<file path="src/rtl/pc_unit_if.sv">
`default_nettype none
// ============================================================================
//  Module      : pc_unit_if
//  Description : Control/target bus between decode/ALU logic and the PC unit.
//                master = decode side, slave = pc_unit.
//  Revision    : 1.0 - initial release
// ============================================================================
interface pc_unit_if #(
    parameter int XLEN  = 32,
    parameter int CNT_W = 32
);
    logic             pc_en;
    logic             comp;
    logic             b;
    logic             jal;
    logic             jalr;
    logic             mret;
    logic             trap_req;
    logic [XLEN-1:0]  rd1;
    logic [XLEN-1:0]  imm_i;
    logic [XLEN-1:0]  imm_j;
    logic [XLEN-1:0]  imm_b;
    logic [XLEN-1:0]  pc;
    logic [XLEN-1:0]  pc_plus4;
    logic             fetch_valid;
    logic [XLEN-1:0]  mepc;
    logic [3:0]       mcause;
    logic [CNT_W-1:0] instret;

    modport master (
        output pc_en, comp, b, jal, jalr, mret, trap_req, rd1, imm_i, imm_j, imm_b,
        input  pc, pc_plus4, fetch_valid, mepc, mcause, instret
    );

    modport slave (
        input  pc_en, comp, b, jal, jalr, mret, trap_req, rd1, imm_i, imm_j, imm_b,
        output pc, pc_plus4, fetch_valid, mepc, mcause, instret
    );
endinterface
`default_nettype wire

</file>
<file path="src/rtl/pc_unit.sv">
`default_nettype none
// ============================================================================
//  Module      : pc_unit
//  Description : Program-counter unit: sequential/branch/JAL/JALR/MRET flow,
//                trap entry (external and target-misaligned), one-cycle
//                redirect bubble and retired-instruction counter.
//  Revision    : 1.0 - initial release
// ============================================================================
module pc_unit #(
    parameter int              XLEN         = 32,
    parameter logic [XLEN-1:0] RESET_VECTOR = 'h0000_0000,
    parameter logic [XLEN-1:0] TRAP_VECTOR  = 'h0000_0100,
    parameter int              CNT_W        = 32
) (
    input  wire         clk,
    input  wire         rst,
    pc_unit_if.slave    bus
);
    localparam logic [XLEN-1:0]  c_FOUR       = XLEN'(4);
    localparam logic [CNT_W-1:0] c_ONE        = CNT_W'(1);
    localparam logic [3:0]       c_CAUSE_MISA = 4'd0;
    localparam logic [3:0]       c_CAUSE_TRAP = 4'd2;

    typedef enum logic [1:0] {
        S_BOOT   = 2'd0,
        S_RUN    = 2'd1,
        S_BUBBLE = 2'd2
    } state_t;

    state_t           r_state;
    logic [XLEN-1:0]  r_pc;
    logic [XLEN-1:0]  r_mepc;
    logic [3:0]       r_mcause;
    logic [CNT_W-1:0] r_instret;
    logic             r_fetch_valid;

    logic [XLEN-1:0]  w_seq;
    logic [XLEN-1:0]  w_jr_sum;
    logic [XLEN-1:0]  w_target;
    logic             w_redirect;
    logic             w_misaligned;

    assign w_seq    = r_pc + c_FOUR;
    assign w_jr_sum = bus.rd1 + bus.imm_i;

    // Pick the redirect target by priority; trap_req is handled ahead of this.
    always_comb begin
        w_redirect = 1'b1;
        w_target   = w_seq;
        if (bus.mret) begin
            w_target = r_mepc;
        end else if (bus.jalr) begin
            w_target = {w_jr_sum[XLEN-1:1], 1'b0};
        end else if (bus.jal) begin
            w_target = r_pc + bus.imm_j;
        end else if (bus.b && bus.comp) begin
            w_target = r_pc + bus.imm_b;
        end else begin
            w_redirect = 1'b0;
        end
    end

    // Bit0 is always clear for JALR; bit1 set means a non-word-aligned target.
    assign w_misaligned = w_redirect && w_target[1];

    // PC state machine, trap CSRs and retire counter.
    always_ff @(posedge clk or posedge rst) begin
        if (rst) begin
            r_state       <= S_BOOT;
            r_pc          <= RESET_VECTOR;
            r_mepc        <= '0;
            r_mcause      <= '0;
            r_instret     <= '0;
            r_fetch_valid <= 1'b0;
        end else begin
            case (r_state)
                S_BOOT, S_BUBBLE: begin
                    r_state       <= S_RUN;
                    r_fetch_valid <= 1'b1;
                end
                S_RUN: begin
                    if (bus.pc_en) begin
                        if (bus.trap_req || w_misaligned) begin
                            // Trapping instruction does not retire; target never loaded.
                            r_mepc        <= r_pc;
                            r_mcause      <= bus.trap_req ? c_CAUSE_TRAP : c_CAUSE_MISA;
                            r_pc          <= TRAP_VECTOR;
                            r_state       <= S_BUBBLE;
                            r_fetch_valid <= 1'b0;
                        end else if (w_redirect) begin
                            r_pc          <= w_target;
                            r_instret     <= r_instret + c_ONE;
                            r_state       <= S_BUBBLE;
                            r_fetch_valid <= 1'b0;
                        end else begin
                            r_pc          <= w_seq;
                            r_instret     <= r_instret + c_ONE;
                        end
                    end
                end
                default: begin
                    r_state       <= S_BOOT;
                    r_fetch_valid <= 1'b0;
                end
            endcase
        end
    end

    assign bus.pc          = r_pc;
    assign bus.pc_plus4    = w_seq;
    assign bus.fetch_valid = r_fetch_valid;
    assign bus.mepc        = r_mepc;
    assign bus.mcause      = r_mcause;
    assign bus.instret     = r_instret;

endmodule
`default_nettype wire

</file>
<file path="src/flat_wrapper.sv">
// flat-port wrapper written by rule: the top's interface ports become plain ports
module pc_unit_flat 
#(
    parameter int              XLEN         = 32,
    parameter logic [XLEN-1:0] RESET_VECTOR = 'h0000_0000,
    parameter logic [XLEN-1:0] TRAP_VECTOR  = 'h0000_0100,
    parameter int              CNT_W        = 32
)
  (clk, rst, bus_pc_en, bus_comp, bus_b, bus_jal, bus_jalr, bus_mret, bus_trap_req, bus_rd1, bus_imm_i, bus_imm_j, bus_imm_b, bus_pc, bus_pc_plus4, bus_fetch_valid, bus_mepc, bus_mcause, bus_instret);
  pc_unit_if #(.XLEN(XLEN), .CNT_W(CNT_W)) bus_i ();
  input  wire clk;
  input  wire rst;
  input wire logic [$bits(bus_i.pc_en)-1:0] bus_pc_en;
  input wire logic [$bits(bus_i.comp)-1:0] bus_comp;
  input wire logic [$bits(bus_i.b)-1:0] bus_b;
  input wire logic [$bits(bus_i.jal)-1:0] bus_jal;
  input wire logic [$bits(bus_i.jalr)-1:0] bus_jalr;
  input wire logic [$bits(bus_i.mret)-1:0] bus_mret;
  input wire logic [$bits(bus_i.trap_req)-1:0] bus_trap_req;
  input wire logic [$bits(bus_i.rd1)-1:0] bus_rd1;
  input wire logic [$bits(bus_i.imm_i)-1:0] bus_imm_i;
  input wire logic [$bits(bus_i.imm_j)-1:0] bus_imm_j;
  input wire logic [$bits(bus_i.imm_b)-1:0] bus_imm_b;
  output wire logic [$bits(bus_i.pc)-1:0] bus_pc;
  output wire logic [$bits(bus_i.pc_plus4)-1:0] bus_pc_plus4;
  output wire logic [$bits(bus_i.fetch_valid)-1:0] bus_fetch_valid;
  output wire logic [$bits(bus_i.mepc)-1:0] bus_mepc;
  output wire logic [$bits(bus_i.mcause)-1:0] bus_mcause;
  output wire logic [$bits(bus_i.instret)-1:0] bus_instret;
  assign bus_i.pc_en = bus_pc_en;
  assign bus_i.comp = bus_comp;
  assign bus_i.b = bus_b;
  assign bus_i.jal = bus_jal;
  assign bus_i.jalr = bus_jalr;
  assign bus_i.mret = bus_mret;
  assign bus_i.trap_req = bus_trap_req;
  assign bus_i.rd1 = bus_rd1;
  assign bus_i.imm_i = bus_imm_i;
  assign bus_i.imm_j = bus_imm_j;
  assign bus_i.imm_b = bus_imm_b;
  assign bus_pc = bus_i.pc;
  assign bus_pc_plus4 = bus_i.pc_plus4;
  assign bus_fetch_valid = bus_i.fetch_valid;
  assign bus_mepc = bus_i.mepc;
  assign bus_mcause = bus_i.mcause;
  assign bus_instret = bus_i.instret;
  pc_unit #(.XLEN(XLEN), .RESET_VECTOR(RESET_VECTOR), .TRAP_VECTOR(TRAP_VECTOR), .CNT_W(CNT_W)) u_core (.clk(clk), .rst(rst), .bus(bus_i));
endmodule
</file>
<file path="config.mk">
export PLATFORM = sky130hd
export DESIGN_NAME = pc_unit_flat
export DESIGN_NICKNAME = d
export VERILOG_FILES = /design/src/rtl/pc_unit_if.sv /design/src/rtl/pc_unit.sv /design/src/flat_wrapper.sv
export SDC_FILE = /design/constraint.sdc
export NUM_CORES = 1
export LEC_CHECK = 0
export ABC_AREA = 0
export CAP_MARGIN = 5
export CORE_MARGIN = 3
export CORE_UTILIZATION = 51
export DETAILED_ROUTE_END_ITERATION = 16
export GPL_TIMING_DRIVEN = 0
export PLACE_DENSITY = 0.82
export SLEW_MARGIN = 20
export SYNTH_ARGS = -nofsm -noshare
export SYNTH_HDL_FRONTEND = slang
export SYNTH_SLANG_ARGS = --single-unit
</file>
<file path="constraint.sdc">
create_clock -name clk -period 4 [get_ports clk]
set_input_delay 0.8 -clock clk [delete_from_list [all_inputs] [get_ports clk]]
set_output_delay 0.8 -clock clk [all_outputs]
set_load 0.005 [all_outputs]
</file>
## Yosys cells after proc, flatten, opt, wreduce, memory -nomap -nowiden

Cells that the tools add are included.

| word-level totals | value |
|---|---|
| word-level logic and storage cells | 44 |
| bits in registers | 103 |
| output and inout port bits | 133 |
| bits of input ports | 137 |

| operators by class | value |
|---|---|
| $add $sub $neg | 5 |
| equal/unequal tests | 4 |
| muxes and demuxes | 19 |
| bitwise operators | 1 |
| reductions and logical operators | 9 |

Operator list:

| operator | number |
|---|---|
| $mux W32 | 6 |
| $add A32 B32 Y32 | 3 |
| $add A32 B1 Y32 const B | 1 |
| $add A32 B3 Y32 const B | 1 |
| $mux W2 | 4 |
| $mux W1 | 7 |
| $reduce_and A3 Y1 | 2 |
| $pmux W2 S2 | 1 |
| $reduce_and A2 Y1 | 2 |
| $ne A3 B1 Y1 const B | 1 |
| $eq A2 B1 Y1 const B | 1 |
| $eq A2 B2 Y1 const B | 1 |
| $logic_and A1 B1 Y1 | 2 |
| $logic_not A2 Y1 | 1 |
| $ne A2 B2 Y1 const B | 1 |
| $pmux W1 S2 | 1 |
| $reduce_or A2 Y1 | 1 |
| $logic_or A1 B1 Y1 | 1 |
| $not A1 Y1 | 1 |

## Depth between registers and ports, before layout

| depth | value |
|---|---|
| depth after elaboration | 10 |
| mapped depth | 14 |
| mapped depth without buffers | 12 |

## Least setup slack after synthesis

OpenSTA, ideal clock, no wires.

| timing | value |
|---|---|
| kind | input to register |
| start | in bus_imm_b[0] |
| end | reg u_core.r_instret[27], in the netlist u_core.bus.instret[27] |
| cell stages on the path | 14 |
| setup time | 0.079 ns |
| data arrival time | 3.230 ns |
| data required time | 3.921 ns |
| path buffers | 2 |
| path slack | 0.691 ns |
| cells stage by stage | ha_1 inv_1 fa_1 or4bb_1 a21oi_1 or2_1 buf_6 nor2_8 nand4_4 or3_4 or3_1 buf_2 nor2_1 xor2_1 |

| on the way | value |
|---|---|
| cells in the longest elaborated chain, start to end | 9 |

Ends and longest elaborated chain:

| what | RTL line | RTL |
|---|---|---|
| from (decl) | flat_wrapper.sv:23 | `input wire logic [$bits(bus_i.imm_b)-1:0] bus_imm_b;` |
| $add A32 B32 Y32 | pc_unit.sv:57 | `w_target = r_pc + bus.imm_b;` |
| $mux W32 | pc_unit.sv:56 | `end else if (bus.b && bus.comp) begin` |
| $mux W32 | pc_unit.sv:54 | `end else if (bus.jal) begin` |
| $mux W32 | pc_unit.sv:52 | `end else if (bus.jalr) begin` |
| $mux W32 | pc_unit.sv:50 | `if (bus.mret) begin` |
| $logic_and A1 B1 Y1 | pc_unit.sv:64 | `assign w_misaligned = w_redirect && w_target[1];` |
| $logic_or A1 B1 Y1 | pc_unit.sv:83 | `if (bus.trap_req \|\| w_misaligned) begin` |
| $not A1 Y1 (no source line) | n/a |  |
| $reduce_and A3 Y1 (no source line) | n/a |  |
| to (signal assigned) | pc_unit.sv:92 | `r_instret <= r_instret + c_ONE;` |
| to (signal assigned) | pc_unit.sv:97 | `r_instret <= r_instret + c_ONE;` |
| to (decl) | pc_unit.sv:34 | `logic [CNT_W-1:0] r_instret;` |

Every way passes these cells.
A chain may end at the register's enable or synchronous reset.

## Final worst setup path

| timing | value |
|---|---|
| start | reg u_core.r_pc[5], in the netlist u_core.bus.pc[5] |
| end | out bus_pc_plus4[31] |

| on the way | value |
|---|---|
| cells in the longest elaborated chain, start to end | 1 |

Ends and longest elaborated chain:

| what | RTL line | RTL |
|---|---|---|
| from (decl) | pc_unit.sv:31 | `logic [XLEN-1:0] r_pc;` |
| from (signal assigned) | pc_unit.sv:91 | `r_pc <= w_target;` |
| from (signal assigned) | pc_unit.sv:96 | `r_pc <= w_seq;` |
| $add A32 B3 Y32 | pc_unit.sv:43 | `assign w_seq = r_pc + c_FOUR;` |
| to (decl) | flat_wrapper.sv:25 | `output wire logic [$bits(bus_i.pc_plus4)-1:0] bus_pc_plus4;` |

Every way passes these cells.

==> metrics.md <==
| Metric | Value |
|---|---|
| Outcome | finished clean |
| DRT Pass-1 Iters | 6 |
| Pins Over Slew Limit | 0 |
| Layout Cells excl Fill | 1841 |
| TritonCTS Buffers | 9 |
| First-pass GRT wire length | 58700 um |
| Diode count | 0 |
| GPL Wtd Cong | 1.01 |
| Clk root buf | clkbuf_16 |
| Share of cells above drive strength 1 | 0.0755 |
| HPWL after detailed placement | 31600 um |
| Crit Path Category | flip-flop to output pin |
| Final Hold Viols | 0 |
| Final worst-path cycle share | 0.981 |
| Post-layout net count | 1805 |
| Via Count | 11600 |
| Port bufs | 265 |
| Syn Inst Count | 1285 |
| Hold Path Depth | 1 |
| Power Dens Cells | 415 nW/um^2 |
| CTS Sinks | 99 |
| Worst Reg2Reg Path Length in Cells | 11 |
| WL final | 39000 um |
| Dpl cell area | 13500 um^2 |
| Top Ports | 270 |
| Max incr delay on CP | 0.55 ns |
| Vert. Die Dim | 149 um |
| Sequential share of the synthesized area | 0.238 |
| Hold_sp | u_core.r_state[0]$_DFFE_PP0P_ |
| Vias in the first global route | 10900 |
| Dpl cells | 1818 |
| First DRT Iteration DRCs | 1228 |
| Peak fanout along the critical path | 8 |
| R2r startpoint | u_core.bus.pc[9]$_DFFE_PP0P_ |
| Ys async rst share | 1.00 |
| Max-slew headroom | 0.395 |
| Capture point of the worst reg-to-reg path | u_core.bus.pc[29]$_DFFE_PP0P_ |
| Drt via density | 6.28 |
| Area grow syn2layout | 33.9% |
| Max-Cap Viols | 0 |
| Largest net degree at the start of global routing | 68 |
| Die width | 149 um |
| Setup violations, final | 0 |
| Startpoint types | flip-flop |
| Final setup skew | 0.0141 ns |
| Initial antenna violation count | 0 |
| EDFF count, synth | 0 |
| Unique masters post-synth | 84 |
| Seq cells post-synth | 99 |
| Grt ovf | 0 |
| Lkg Pwr | 0.00593 uW |
| Core area | 19800 um^2 |
| Clk slew on worst S/H paths | 0.08 ns |
| F_max | 0.255 GHz |
| Top delay family on crit path | simple AND/OR/NAND/NOR gates |
| Worst hold path type | flip-flop to flip-flop |
| Wirelength per Cell | 21.2 um |
| Worst-Margin Slew | 0.901 ns |
| H-tree levels | 3 |
| GRT Total Usage | 0.336 |
| ANT nets after route | 0 |
| Required @ worst endpoint | 3.20 ns |
| Row count | 51 |
| Cell Area, Synth | 10400 um^2 |
| Slack of the worst reg-to-reg path | 0.42 ns |
| Full die area | 22200 um^2 |
| Worst path bufs/invs | 1 |
| Total power draw | 5790 uW |
| CTS Hold Bufs | 0 |
| Hold endpoint | u_core.r_state[0]$_DFFE_PP0P_ |
| Slowest CP cell | clkdlybuf4s50_1 |
| Clock latency on the worst-skew pair | 0.36 ns |
| Crit path DAT | 3.13 ns |
| Min cycle time layout | 3.93 ns |
| Syn Area/Cell | 8.11 um^2 |
| CP Capture Type | output pin |
| Ys flop type | dfrtp_1 |
| Clock tree buffer depth | 2 |
| DRC | 0 |
| Design area | 14000 um^2 |
| Peak VDD IR | 0.214 mV |
| Initial Utilization | 0.527 |
| CTS tree | yes |
| Crit path cell chain | nand3_1, nor4_4, and2_2, nand4_2, nor3_4, xor2_1, clkdlybuf4s50_1 |
| Synthesis Warnings | 0 |
## cell families (layout without fill, tap and decap cells)
group,Yosys count,count (layout),synth area share
buf+inv,91,380,0.0364
fa+ha+maj,97,97,0.119
simple gates,411,411,0.194
mux,35,35,0.0368
other cells,1,3,0.000360
flops,99,99,0.238
compound gates,420,420,0.266
xor+xnor,131,131,0.110
## Yosys cell counts (8+ instances only)
cell type	instances	area, um^2
a211oi_1	35	263
a21o_1	33	248
a21oi_1	97	485
a22oi_1	12	90.1
a31oi_1	19	119
and3_1	23	144
clkbuf_1	39	146
dfrtp_1	99	2480
ha_1	94	1180
inv_1	34	128
mux2_2	27	304
mux2i_1	8	80.1
nand2_1	115	432
nand2b_1	15	93.8
nand3_1	36	180
nand4_1	26	163
nor2_1	102	383
nor3_1	38	190
o211ai_1	12	90.1
o21a_1	11	82.6
o21ai_0	89	445
o21bai_1	14	105
o31ai_1	11	82.6
or2_2	10	62.6
or3_1	10	62.6
xnor2_1	79	692
xor2_1	52	455
## worst reg2reg max path, delay by kind of cell (launching register included)
family,cells,cell delay [ns]
adder cells (fa/ha/maj),1,0.31
flip-flops,1,0.51
AND/OR/NAND/NOR,5,1.13
buffers and inverters,1,0.26
AO/OA/AOI/OAI,4,1.26
## sequential cells by signal (all words and copies together), names as in the netlist
| signal | flops |
|---|---|
| u_core.bus.mcause | 1 |
| u_core.bus.instret | 32 |
| u_core.bus.mepc | 32 |
| u_core.bus.pc | 32 |
| u_core.r_state | 2 |
## timing repair
action	CTS	global route
resized for setup	8	23
buffers inserted	0	8
gates cloned	0	0
endpoints found under the hold margin	0	0
setup endpoints to repair	6	18
pin swaps	0	7
## cells in the final DEF, fill, tap and decap left out, types with 11 or more instances in the layout
master,n
ha_1,93
a22oi_1,12
xor2_1,52
clkdlybuf4s50_1,265
inv_1,33
a21o_1,33
nor3_1,37
nand3_1,36
xnor2_1,79
a31oi_1,19
nand2b_1,15
o21bai_1,14
a211oi_1,34
buf_4,14
and3_1,23
nand2_1,114
o21a_1,11
nand4_1,26
clkbuf_1,39
mux2_2,27
nor2_1,101
o211ai_1,12
a21oi_1,92
dfrtp_1,90
o21ai_0,88
## report_power, final
part | switching, uW | internal, uW
Sequential | 379 | 1200
Combinational | 1640 | 1530
Clock | 415 | 618
## per-stage QoR
stage / TNS, ns / setup WS (ns) / util / hold slack (ns)
2_1_floorplan: 0 / 0.610 / - / 0.459
3_3_place_gp: -104.39 / -1.02 / 0.678 / 0.458
3_5_place_dp: -5.22 / -0.662 / 0.680 / 0.467
4_1_cts: -0.0228 / -0.0228 / 0.698 / 0.479
5_1_grt: -0.00292 / -0.00292 / 0.706 / 0.499
6_report: 0 / 0.0744 / 0.706 / 0.484
## worst max-delay path by stage
stage          slack, ns                         start                                end  depth (start not counted)
2_1_floorplan       0.61                           rst  u_core.bus.instret[0]$_DFFE_PP0P_                          1
3_3_place_gp       -1.02                           rst     u_core.bus.mepc[4]$_DFFE_PP0P_                          2
3_5_place_dp       -0.66                  bus_imm_b[0]      u_core.bus.pc[15]$_DFFE_PP0P_                         14
4_1_cts            -0.02  u_core.bus.pc[6]$_DFFE_PP0P_                   bus_pc_plus4[31]                          7
5_1_grt           -0.003                  bus_imm_b[0]      u_core.bus.pc[15]$_DFFE_PP0P_                         14
6_report            0.07  u_core.bus.pc[5]$_DFFE_PP0P_                   bus_pc_plus4[31]                          7
## area by class of cell
cell class	count	area, um^2
Buffer	56	249
Multi-Input combinational cell	1097	7660
Sequential cell	99	2490
Fill cell	1628	5820
Inverter	34	133
Clock buffer	11	233
Tap cell	265	332
Clock inverter	5	110
Timing Repair Buffer	274	2750
## routing by layer
metal  GRT usage  up-vias  part of all wire
met2       0.549      698              0.45
met1       0.443     5406              0.40
met4       0.108        0             0.035
met5           0        -                 0
met3      0.0790       98              0.11
li1            -     5366                 -
Power figures use the tool's default switching activity.
